[src/rtl/ifu_fetch_ctrl_if.sv]
// ifu_fetch_ctrl_if: instruction-memory, redirect and decode handshake bundle
interface ifu_fetch_ctrl_if #(parameter int ADDR_W = 11);
  logic              mem_en;
  logic [ADDR_W-1:0] mem_addr;
  logic [31:0]       mem_rdata;
  logic              redirect;
  logic [31:0]       redirect_pc;
  logic [31:0]       instr;
  logic [31:0]       instr_pc;
  logic              instr_valid;
  logic              instr_ready;
  logic              fetch_fault;
  modport master (
    output mem_en, mem_addr, instr, instr_pc, instr_valid, fetch_fault,
    input  mem_rdata, redirect, redirect_pc, instr_ready
  );
  modport slave (
    input  mem_en, mem_addr, instr, instr_pc, instr_valid, fetch_fault,
    output mem_rdata, redirect, redirect_pc, instr_ready
  );
endinterface

[src/rtl/ifu_fetch_ctrl.sv]
// ifu_fetch_ctrl: fetch PC sequencer feeding a 2-entry instruction buffer
module ifu_fetch_ctrl #(
  parameter logic [31:0] RESET_PC = 32'h0000_3000,
  parameter int          ADDR_W   = 11
) (
  input  logic               clk,
  input  logic               reset,
  ifu_fetch_ctrl_if.master   bus
);
  localparam logic [0:0] RUN   = 1'b0;
  localparam logic [0:0] FAULT = 1'b1;
  logic [31:0] pc_q, pc_d, ipc_q, ipc_d;
  logic        inflight_q, inflight_d;
  logic [1:0]  count_q, count_d;
  logic [0:0]  state_q, state_d;
  logic [31:0] bi_q [2];
  logic [31:0] bi_d [2];
  logic [31:0] bp_q [2];
  logic [31:0] bp_d [2];
  logic [1:0]  occ;
  logic        pop, push, issue, pc_ok, tgt_ok, wr;
  function automatic logic legal(input logic [31:0] a);
    return (a[1:0] == 2'b00) && ((a - RESET_PC) < (32'd1 << (ADDR_W + 2)));
  endfunction
  // Issue decision, next PC/FSM and buffer push/pop; redirect overrides everything
  always_comb begin
    pc_ok      = legal(pc_q);
    tgt_ok     = legal(bus.redirect_pc);
    pop        = (count_q != 2'd0) && bus.instr_ready;
    occ        = count_q + {1'b0, inflight_q} - {1'b0, pop};
    issue      = reset && (state_q == RUN) && !bus.redirect && pc_ok && !occ[1];
    push       = inflight_q && !bus.redirect;
    wr         = (count_q == 2'd1) ^ pop;
    pc_d       = bus.redirect ? bus.redirect_pc : issue ? pc_q + 32'd4 : pc_q;
    inflight_d = issue;
    ipc_d      = issue ? pc_q : ipc_q;
    state_d    = bus.redirect ? (tgt_ok ? RUN : FAULT) :
                 (state_q == RUN && !pc_ok) ? FAULT : state_q;
    count_d    = bus.redirect ? 2'd0 : count_q + {1'b0, push} - {1'b0, pop};
    bi_d       = bi_q;
    bp_d       = bp_q;
    if (pop) begin
      bi_d[0] = bi_q[1];
      bp_d[0] = bp_q[1];
    end
    if (push) begin
      bi_d[wr] = bus.mem_rdata;
      bp_d[wr] = ipc_q;
    end
  end
  // State registers; reset drops buffer, in-flight read and fault immediately
  always_ff @(posedge clk or negedge reset) begin
    if (!reset) begin
      pc_q       <= RESET_PC;
      ipc_q      <= '0;
      inflight_q <= 1'b0;
      count_q    <= 2'd0;
      state_q    <= RUN;
      bi_q[0]    <= '0;
      bi_q[1]    <= '0;
      bp_q[0]    <= '0;
      bp_q[1]    <= '0;
    end else begin
      pc_q       <= pc_d;
      ipc_q      <= ipc_d;
      inflight_q <= inflight_d;
      count_q    <= count_d;
      state_q    <= state_d;
      bi_q       <= bi_d;
      bp_q       <= bp_d;
    end
  end
  assign bus.mem_en      = issue;
  assign bus.mem_addr    = pc_q[ADDR_W+1:2] - RESET_PC[ADDR_W+1:2];
  assign bus.instr       = bi_q[0];
  assign bus.instr_pc    = bp_q[0];
  assign bus.instr_valid = (count_q != 2'd0);
  assign bus.fetch_fault = (state_q == FAULT);
endmodule
[src/flat_wrapper.sv]
// flat-port wrapper written by rule: the top's interface ports become plain ports
module ifu_fetch_ctrl_flat 
#(
  parameter logic [31:0] RESET_PC = 32'h0000_3000,
  parameter int          ADDR_W   = 11
)
  (clk, reset, bus_mem_en, bus_mem_addr, bus_instr, bus_instr_pc, bus_instr_valid, bus_fetch_fault, bus_mem_rdata, bus_redirect, bus_redirect_pc, bus_instr_ready);
  ifu_fetch_ctrl_if #(.ADDR_W(ADDR_W)) bus_i ();
  input  logic clk;
  input  logic reset;
  output wire logic [$bits(bus_i.mem_en)-1:0] bus_mem_en;
  output wire logic [$bits(bus_i.mem_addr)-1:0] bus_mem_addr;
  output wire logic [$bits(bus_i.instr)-1:0] bus_instr;
  output wire logic [$bits(bus_i.instr_pc)-1:0] bus_instr_pc;
  output wire logic [$bits(bus_i.instr_valid)-1:0] bus_instr_valid;
  output wire logic [$bits(bus_i.fetch_fault)-1:0] bus_fetch_fault;
  input wire logic [$bits(bus_i.mem_rdata)-1:0] bus_mem_rdata;
  input wire logic [$bits(bus_i.redirect)-1:0] bus_redirect;
  input wire logic [$bits(bus_i.redirect_pc)-1:0] bus_redirect_pc;
  input wire logic [$bits(bus_i.instr_ready)-1:0] bus_instr_ready;
  assign bus_mem_en = bus_i.mem_en;
  assign bus_mem_addr = bus_i.mem_addr;
  assign bus_instr = bus_i.instr;
  assign bus_instr_pc = bus_i.instr_pc;
  assign bus_instr_valid = bus_i.instr_valid;
  assign bus_fetch_fault = bus_i.fetch_fault;
  assign bus_i.mem_rdata = bus_mem_rdata;
  assign bus_i.redirect = bus_redirect;
  assign bus_i.redirect_pc = bus_redirect_pc;
  assign bus_i.instr_ready = bus_instr_ready;
  ifu_fetch_ctrl #(.RESET_PC(RESET_PC), .ADDR_W(ADDR_W)) u_core (.clk(clk), .reset(reset), .bus(bus_i));
endmodule
[config.mk]
export PLATFORM = sky130hd
export DESIGN_NAME = ifu_fetch_ctrl_flat
export DESIGN_NICKNAME = d
export VERILOG_FILES = /design/src/rtl/ifu_fetch_ctrl_if.sv /design/src/rtl/ifu_fetch_ctrl.sv /design/src/flat_wrapper.sv
export SDC_FILE = /design/constraint.sdc
export NUM_CORES = 1
export LEC_CHECK = 0
export CAP_MARGIN = 5
export CORE_MARGIN = 3
export CORE_UTILIZATION = 35
export CTS_BUF_LIST = sky130_fd_sc_hd__clkbuf_16
export DETAILED_ROUTE_END_ITERATION = 10
export DONT_BUFFER_PORTS = 1
export GPL_TIMING_DRIVEN = 1
export SLEW_MARGIN = 5
export SYNTH_ARGS = -nofsm -noshare
export SYNTH_HDL_FRONTEND = slang
export SYNTH_SLANG_ARGS = --single-unit
[constraint.sdc]
create_clock -name clk -period 3.8 [get_ports clk]
set_input_delay 0.57 -clock clk [delete_from_list [all_inputs] [get_ports clk]]
set_output_delay 0.57 -clock clk [all_outputs]
set_load 0.02 [all_outputs]
Yosys cells after proc, flatten, opt, wreduce, memory -nomap -nowiden --
Index checks and enable logic that the tools add are counted.
Storage, ports and cells: bits in registers 196, bits of input ports 68, output and inout port bits 78, word-level logic and storage cells 57
Cells by class: $add $sub $neg 8, magnitude comparators 4, equality and inequality tests 1, muxes and demuxes 14, bitwise gates (word level) 3, reduce and logical (&&, ||, !) cells 18
Operator list (count):
- two-way mux 32 bit | 5
- bitwise mux 64 bit | 2
- two-way mux 64 bit | 2
- < comparator 32 x 14 -> 1 bit, second input constant | 2
- subtractor 32 x 14 -> 32 bit, second input constant | 2
- adder 32 x 3 -> 32 bit, second input constant | 1
- demux 32 bit (select 1 bit) | 1
- subtractor 11 bit, second input constant | 1
- logical AND 1 bit | 10
- nonzero test 2 bit | 3
- adder 2 x 1 -> 2 bit | 2
- zero test 2 bit | 2
- subtractor 2 x 1 -> 2 bit | 2
- zero test 1 bit | 3
- two-way mux 1 bit | 3
- == test 2 x 1 -> 1 bit, second input constant | 1
- greater-or-equal comparator 2 bit, second input constant | 1
- < comparator 2 x 1 -> 1 bit, second input constant | 1
- two-way mux 2 bit | 1
- inverter 1 -> 2 bit | 1
- inverter 1 bit | 1
- bitwise XOR 1 bit | 1

Logic depth before layout (Yosys ltp) --
Gate-level depths: netlist of run 1.
depth after elaboration 10, depth in mapped cells 13, depth with buffers taken out 10

Worst setup path before layout of run 1 --
Ideal clock, no wire load.
kind register -> output, start register u_core.count_q[1], end output port bus_mem_en, arrival 3043 ps, data required time 3230 ps, slack 187 ps, cell stages (with the launch flop) 12, path buffers 3, cell sequence dfrtp_1 or2_2 nand2_1 clkbuf_1 clkbuf_1 inv_1 ha_1 nor2b_1 xnor2_1 nand2_1 nor4_4 buf_2
Between the ends: word-level cells in the longest chain between the ends 5
RTL lines:
- start: declaration | RTL line ifu_fetch_ctrl.sv:14 | logic [1:0] count_q, count_d;
- start signal: assignment | RTL line ifu_fetch_ctrl.sv:67 | count_q <= count_d;
- nonzero test 2 bit
- named net bus_instr_valid | RTL line flat_wrapper.sv:15 | output wire logic [$bits(bus_i.instr_valid)-1:0] bus_instr_valid;
- logical AND 1 bit | RTL line ifu_fetch_ctrl.sv:29 | pop = (count_q != 2'd0) && bus.instr_ready;
- subtractor 2 x 1 -> 2 bit | RTL line ifu_fetch_ctrl.sv:30 | occ = count_q + {1'b0, inflight_q} - {1'b0, pop};
- zero test 1 bit | RTL line ifu_fetch_ctrl.sv:31 | issue = reset && (state_q == RUN) && !bus.redirect && pc_ok && !occ[1];
- logical AND 1 bit | RTL line ifu_fetch_ctrl.sv:31
- end: declaration | RTL line flat_wrapper.sv:11 | output wire logic [$bits(bus_i.mem_en)-1:0] bus_mem_en;
The timed path passes the listed nets, and every way through them passes these cells.

Worst setup path in the final report of run 1 --
start register u_core.pc_q[12], end output port bus_mem_en
Between the ends: word-level cells in the longest chain between the ends 5
RTL lines:
- start: declaration | RTL line ifu_fetch_ctrl.sv:12 | logic [31:0] pc_q, pc_d, ipc_q, ipc_d;
- start signal: assignment | RTL line ifu_fetch_ctrl.sv:64 | pc_q <= pc_d;
- subtractor 32 x 14 -> 32 bit | RTL line ifu_fetch_ctrl.sv:23 | return (a[1:0] == 2'b00) && ((a - RESET_PC) < (32'd1 << (ADDR_W + 2)));
- < comparator 32 x 14 -> 1 bit | RTL line ifu_fetch_ctrl.sv:23
- logical AND 1 bit | RTL line ifu_fetch_ctrl.sv:23
- logical AND 1 bit (2 in series) | RTL line ifu_fetch_ctrl.sv:31
Every way passes these cells.

==> flow_summary.toml, run 1 <==
[global_routing]
grt_max_degree = 199
grt_usage_pct = 13.8
antenna_found_initial = 1
grt_pass1_vias = 5564
grt_overflow = 0
grt_pass1_wl_um = 31200

[sta]
setup-tns-final_ns = 0
finClkSkew_ns = 0.0125
hold_violations = 194
fin_crit_sh_pct = 95.0
slew_viol_final = 0
whs_ns = -0.172
rsz0062_at_grt = "no"
tightest_slew_ns = 0.707
fmax_mhz = 277
setup_violations = 0
relSlewSlack_pct = 51.7
period_minus_slack_ns = 3.61

[yosys]
avgSynthCellArea_um2 = 11.3
synth_area_leaders = "dfrtp_1 52%, mux2_2 10%, mux2i_1 7.0%"
synth.ff_latch_count = 196
async_flop_share_pct = 100
ys_types = 49
synth_enable_flop_cells = 0
synthCells = 819
yosysTopAreaCell = "dfrtp_1"
synth_top_family_by_area = "multiplexers"
synth_compound_area_share_pct = 8.14
synthXorXnorAreaFrac_pct = 0.378
syn_area_um2 = 9270
synth_fp_nets = 893
synth_adder_area_share_pct = 0.809
ys_warn_count = 0
ys.flop_type = "dfrtp_1"
muxShareOfSynthArea_pct = 18.7
synth.top_cell.area_share_pct = 52.3
synth-seq-area-share_pct = 52.9
yosys.area_share.simple_pct = 10.9

[layout]
finalNetCount = 814
mostFrequentLayoutCells = "194 x dfrtp_1, 84 x mux2_2, 80 x nor2_1"
design_area_um2 = 9840
multiInputGateArea_um2 = 3650
utilization_pct = 38.4
drive_gt1_share_pct = 19.1
fillers = 2477
n_antenna_cell = 0
final_common_cell = "dfrtp_1"
seqCellArea_um2 = 4910
syn_to_final_growth_pct = 6.06

[clocking]
cts_made_buffers = 17
cts_tree = "built"
h-tree-depth = 4
cts_root_buf = "clkbuf_16"
worstSkewPairLatency_ns = 0.44
clk_pin_slew_ns = 0.08
clock_sinks = 196
cts_max_path_buffers = 2

[status]
status = "complete, but fails checks"
violations = "negative hold slack"

[drt]
final_antenna_net_count = 0
wl_per_cell_um = 18.0
drt_iter0_drc = 340
drc_errors = 0
vias = 5547
vias_per_cell = 5.12
drtPass1Iterations = 7
wl_um = 19500

[placement]
placed_area_um2 = 9080
dp_hpwl_um = 12400
portBuffers = 0
gp_congestion = 0.834

[power]
power_density_nw_per_um2 = 508
power.total_mw = 5.00
p_leak_nw = 4.97
peakVddDrop_uv = 232

[setup_path]
critPathRequiredTime_ns = 3.23
r2r-end = "u_core.ipc_q[5]$_DFFE_PN0P_"
start_kind = "flop"
rr_startpoint = "u_core.pc_q[12]$_DFFE_PN1P_"
cp.arrival_ns = 3.04
critical_path_class = "flop to output port"
rr_worst_depth = 9
end_kind = "output port"
crit_start = "u_core.pc_q[12]$_DFFE_PN1P_"
ff2ff_setup_slack_ns = 0.49
path_max_fanout = 8

[die]
start_util_pct = 36.2
core_um2 = 25600
fp.dieW_um = 169
ios = 146
die_h_um = 169
rows = 58
dieArea_um2 = 28500

[worst_hold_path]
hold_class = "input pin to asynchronous set/reset pin"

[job]
maxCapViolCount = 0
## final cells by class
class / count / share of cell area [%]
Sequential cell: 196 / 49.9
Clock buffer: 17 / 4.33
Clock inverter: 15 / 2.05
Multi-Input combinational cell: 498 / 37.1
Inverter: 11 / 0.420
Tap cell: 330 / 4.20
Timing Repair Buffer: 16 / 2.04
## how the worst max path moves through the flow
| stage | endpoint | slack (ns) | cells after the start |
|---|---|---|---|
| 2_1_floorplan | bus_mem_en | 0.19 | 11 |
| 3_3_place_gp | bus_mem_en | 0.51 | 7 |
| 3_5_place_dp | bus_mem_en | 0.45 | 7 |
| 4_1_cts | bus_mem_en | 0.002 | 7 |
| 5_1_grt | bus_mem_en | 0.02 | 7 |
| 6_report | bus_mem_en | 0.19 | 7 |
## metal layers
layer  share of wire, %  GRT usage [%]  vias up  wire length, um
li1                   -              -     2677                -
met1                 46           18.3     2751             8940
met2                 47           21.8      103             9110
met3                6.2           4.81       14             1210
met4               0.92           3.42        2              179
met5               0.10              0        -               20
## where the power goes
group	internal (mW)	total, mW	leakage, nW	switching [mW]
registers	2.28	2.66	2.62	0.380
clock network	0.915	1.87	0.303	0.954
logic	0.245	0.469	2.04	0.225
total	3.44	5.00	4.97	1.56
## cell usage after synthesis, types with 2 or more instances
cell and number:
xor2_1 2, clkbuf_1 30, nor3b_1 2, o31ai_1 3, inv_1 11, mux2_1 12, dfstp_2 2, nand2b_1 2
ha_1 6, nor2b_1 26, nand4b_1 2, o21a_1 3, or3_1 6, or4_1 5, a311oi_1 2, nand3b_1 2
buf_4 76, a21oi_1 70, or2_2 2, a211oi_1 3, nand3_1 11, and2_1 5, a221o_1 2, mux2_2 84
and3_1 5, o211ai_1 9, nand2_1 32, buf_1 7, o31a_1 3, o2111ai_1 9, a21boi_0 2, a31oi_1 2
xnor2_1 2, a2111oi_0 2, o21ai_0 7, dfrtp_1 194, nor3_1 8, mux2i_1 65, nor4_1 14, nor2_1 80
## worst max-delay path, stage by stage (launching register included)
cell     delay [ns]
dfstp_2        0.61
ha_1           0.26
nor4_2         0.30
nand3_1        0.13
or4_4          0.47
a211o_1        0.32
nor4_4         0.32
buf_12         0.19
## logic make-up after synthesis
| logic type | count (synthesis) |
|---|---|
| AO/OA/AOI/OAI | 122 |
| adder cells (fa/ha/maj) | 6 |
| multiplexers | 161 |
| XOR/XNOR | 4 |
| buffers and inverters | 125 |
| flip-flops | 196 |
| AND/OR/NAND/NOR | 205 |
## metrics by stage
stage          hold slack, ns  worst slack, ns  instances
2_1_floorplan           0.274            0.187        819
3_3_place_gp            0.281            0.515       1045
3_5_place_dp            0.281            0.447       1045
4_1_cts                -0.196          0.00237       1081
5_1_grt                -0.205           0.0174       1083
6_report               -0.172            0.191       1083
## what timing repair did
| item | CTS | global route |
|---|---|---|
| endpoints found under the setup margin | 1 | 1 |
| buffers inserted | 2 | 1 |
| endpoints found under the hold margin | 196 | 194 |
| gates cloned | 2 | 1 |
| pin swaps | 1 | 4 |
| gates resized for setup | 0 | 3 |
Power figures use the tool's default switching activity.
==> inputs of run 2 (changes only) <==
--- a/config.mk
+++ b/config.mk
@@ -12,6 +12,7 @@
 export DETAILED_ROUTE_END_ITERATION = 10
 export DONT_BUFFER_PORTS = 1
 export GPL_TIMING_DRIVEN = 1
+export REMOVE_ABC_BUFFERS = 1
 export SLEW_MARGIN = 5
 export SYNTH_ARGS = -nofsm -noshare
 export SYNTH_HDL_FRONTEND = slang
==> run 2 against run 1 <==
  * The run still ends with negative hold slack left
  * Sequential share of layout area is 0.30 points higher
  * Die area stayed put
  * Clock power is 7% lower
  * Global-route usage is 0.063 points lower
  * Setup slack worse by 0.071 ns
  * Sequential power hardly changed
  * Worst hold slack better by 0.0035 ns
  * Non-clock buffer count is 1 lower
  * Routed wire length is 1.2% higher
==> flow_summary.toml, run 2 (synthesized netlist as in run 1, its figures left out) <==
[status]
status = "complete, but fails checks"
violations = "negative hold slack"

[die]
rows = 58
fp.dieW_um = 169
start_util_pct = 36.2
ios = 146
dieArea_um2 = 28500
die_h_um = 169
core_um2 = 25600

[clocking]
clk_pin_slew_ns = 0.08
worstSkewPairLatency_ns = 0.43
cts_root_buf = "clkbuf_16"
clock_sinks = 196
cts_max_path_buffers = 2
cts_made_buffers = 17
cts_tree = "built"
h-tree-depth = 4

[setup_path]
start_kind = "flop"
critical_path_class = "flop to output port"
cpPeakStageDelay_ns = 0.60
path_max_fanout = 8
path_buf_inv = 1
cp.arrival_ns = 3.11
crit_family = "simple AND/OR/NAND/NOR gates"
end_kind = "output port"
critPathRequiredTime_ns = 3.23
path_cells = "ha_1 -> nor4_1 -> nand3_1 -> or4_4 -> a211o_1 -> nor4_4 -> buf_12"
cpMaxStageDelayCell = "dfstp_2"

[sta]
finClkSkew_ns = 0.0124
relSlewSlack_pct = 41.5
hold_violations = 194
fin_crit_sh_pct = 96.8
tightest_slew_ns = 0.878
slew_viol_final = 0
setup-tns-final_ns = 0
setup_violations = 0
whs_ns = -0.169
fmax_mhz = 272
period_minus_slack_ns = 3.68

[layout]
finalNetCount = 813
n_antenna_cell = 0
drive_gt1_share_pct = 18.6
mostFrequentLayoutCells = "194 x dfrtp_1, 84 x mux2_2, 80 x nor2_1"
syn_to_final_growth_pct = 5.42
final_common_cell = "dfrtp_1"

[drt]
wl_per_cell_um = 18.2
drtPass1Iterations = 4
drc_errors = 0
vias_per_cell = 5.22
wl_um = 19700
drt_iter0_drc = 363
final_antenna_net_count = 0
vias = 5647

[global_routing]
grt_pass1_wl_um = 31200
grt_pass1_vias = 5582
grt_usage_pct = 13.7
antenna_found_initial = 0
grt_overflow = 0
grt_max_degree = 199

[job]
maxCapViolCount = 0

[placement]
portBuffers = 0
gp_congestion = 0.814
dp_hpwl_um = 12300

[power]
p_leak_nw = 4.93
peakVddDrop_uv = 254
power.total_mw = 4.87
power_density_nw_per_um2 = 498

[worst_hold_path]
hold_class = "input pin to asynchronous set/reset pin"
[run 2: final timing paths]
kind	start	to	slack [ns]	depth (start not counted)
setup / recovery	u_core.pc_q[13]$_DFFE_PN1P_	bus_mem_en	0.12	7
hold / removal	reset	asynchronous set/reset pin	-0.17	0
min in group clk	bus_redirect	u_core.count_q[1]$_DFF_PN0_	0.21	1
setup reg to reg	u_core.pc_q[13]$_DFFE_PN1P_	u_core.ipc_q[6]$_DFFE_PN0P_	0.44	9
hold reg to reg	flop	flop	0.51	1
max in group asynchronous	reset	asynchronous set/reset pin	3.59	0
[run 2: worst reg2reg max path: stages, from the launching register on]
cell and delay (ns):
dfstp_2 0.60, ha_1 0.25, nor4_1 0.26, nand3_1 0.15
or4_4 0.58, a211o_1 0.32, nor4_4 0.32, buf_4 0.18
bufbuf_16 0.27, mux2_1 0.32
[run 2: what timing repair did]
action / in CTS / in global routing
gates resized for setup: 0 / 1
gates cloned: 2 / 1
endpoints found under the setup margin: 1 / 1
buffers inserted: 2 / 1
pin swaps: 1 / 1
endpoints found under the hold margin: 195 / 194
[run 2: through the flow]
step,std cells,util [%],hold WS (ns),area (um^2),setup WS (ns)
floorplan,705,-,0.274,8560,-2.03
global placement,1044,35.5,0.278,9080,0.495
detailed placement,1044,35.5,0.279,9080,0.471
CTS,1080,38.0,-0.188,9740,0.0251
global route,1082,38.2,-0.199,9780,-0.0113
finish,1082,38.2,-0.169,9780,0.121
[run 2: final cells by class]
type                       instances  area (um^2)
sequential                       196         4910
fill                            2479        15800
clock inverter                    15          150
clock buffer                      17          425
multi-input combinational        498         3630
tap                              330          413
timing repair buffer              15          205
inverter                          11         41.3
[run 2: report_power, final]
part           internal [mW]  switching, mW  leakage (nW)
clock network          0.869          0.868         0.270
registers               2.28          0.381          2.62
logic                  0.245          0.224          2.04
total                   3.40           1.47          4.93
[run 2: metal layers]
metal  up-vias  wire (um)  global-route usage (%)
met5         -          0                       0
met4         0        367                    4.30
met3        25       1970                    6.12
met2       166       9070                    21.8
met1      2800       8290                    16.9
li1       2656          -                       -
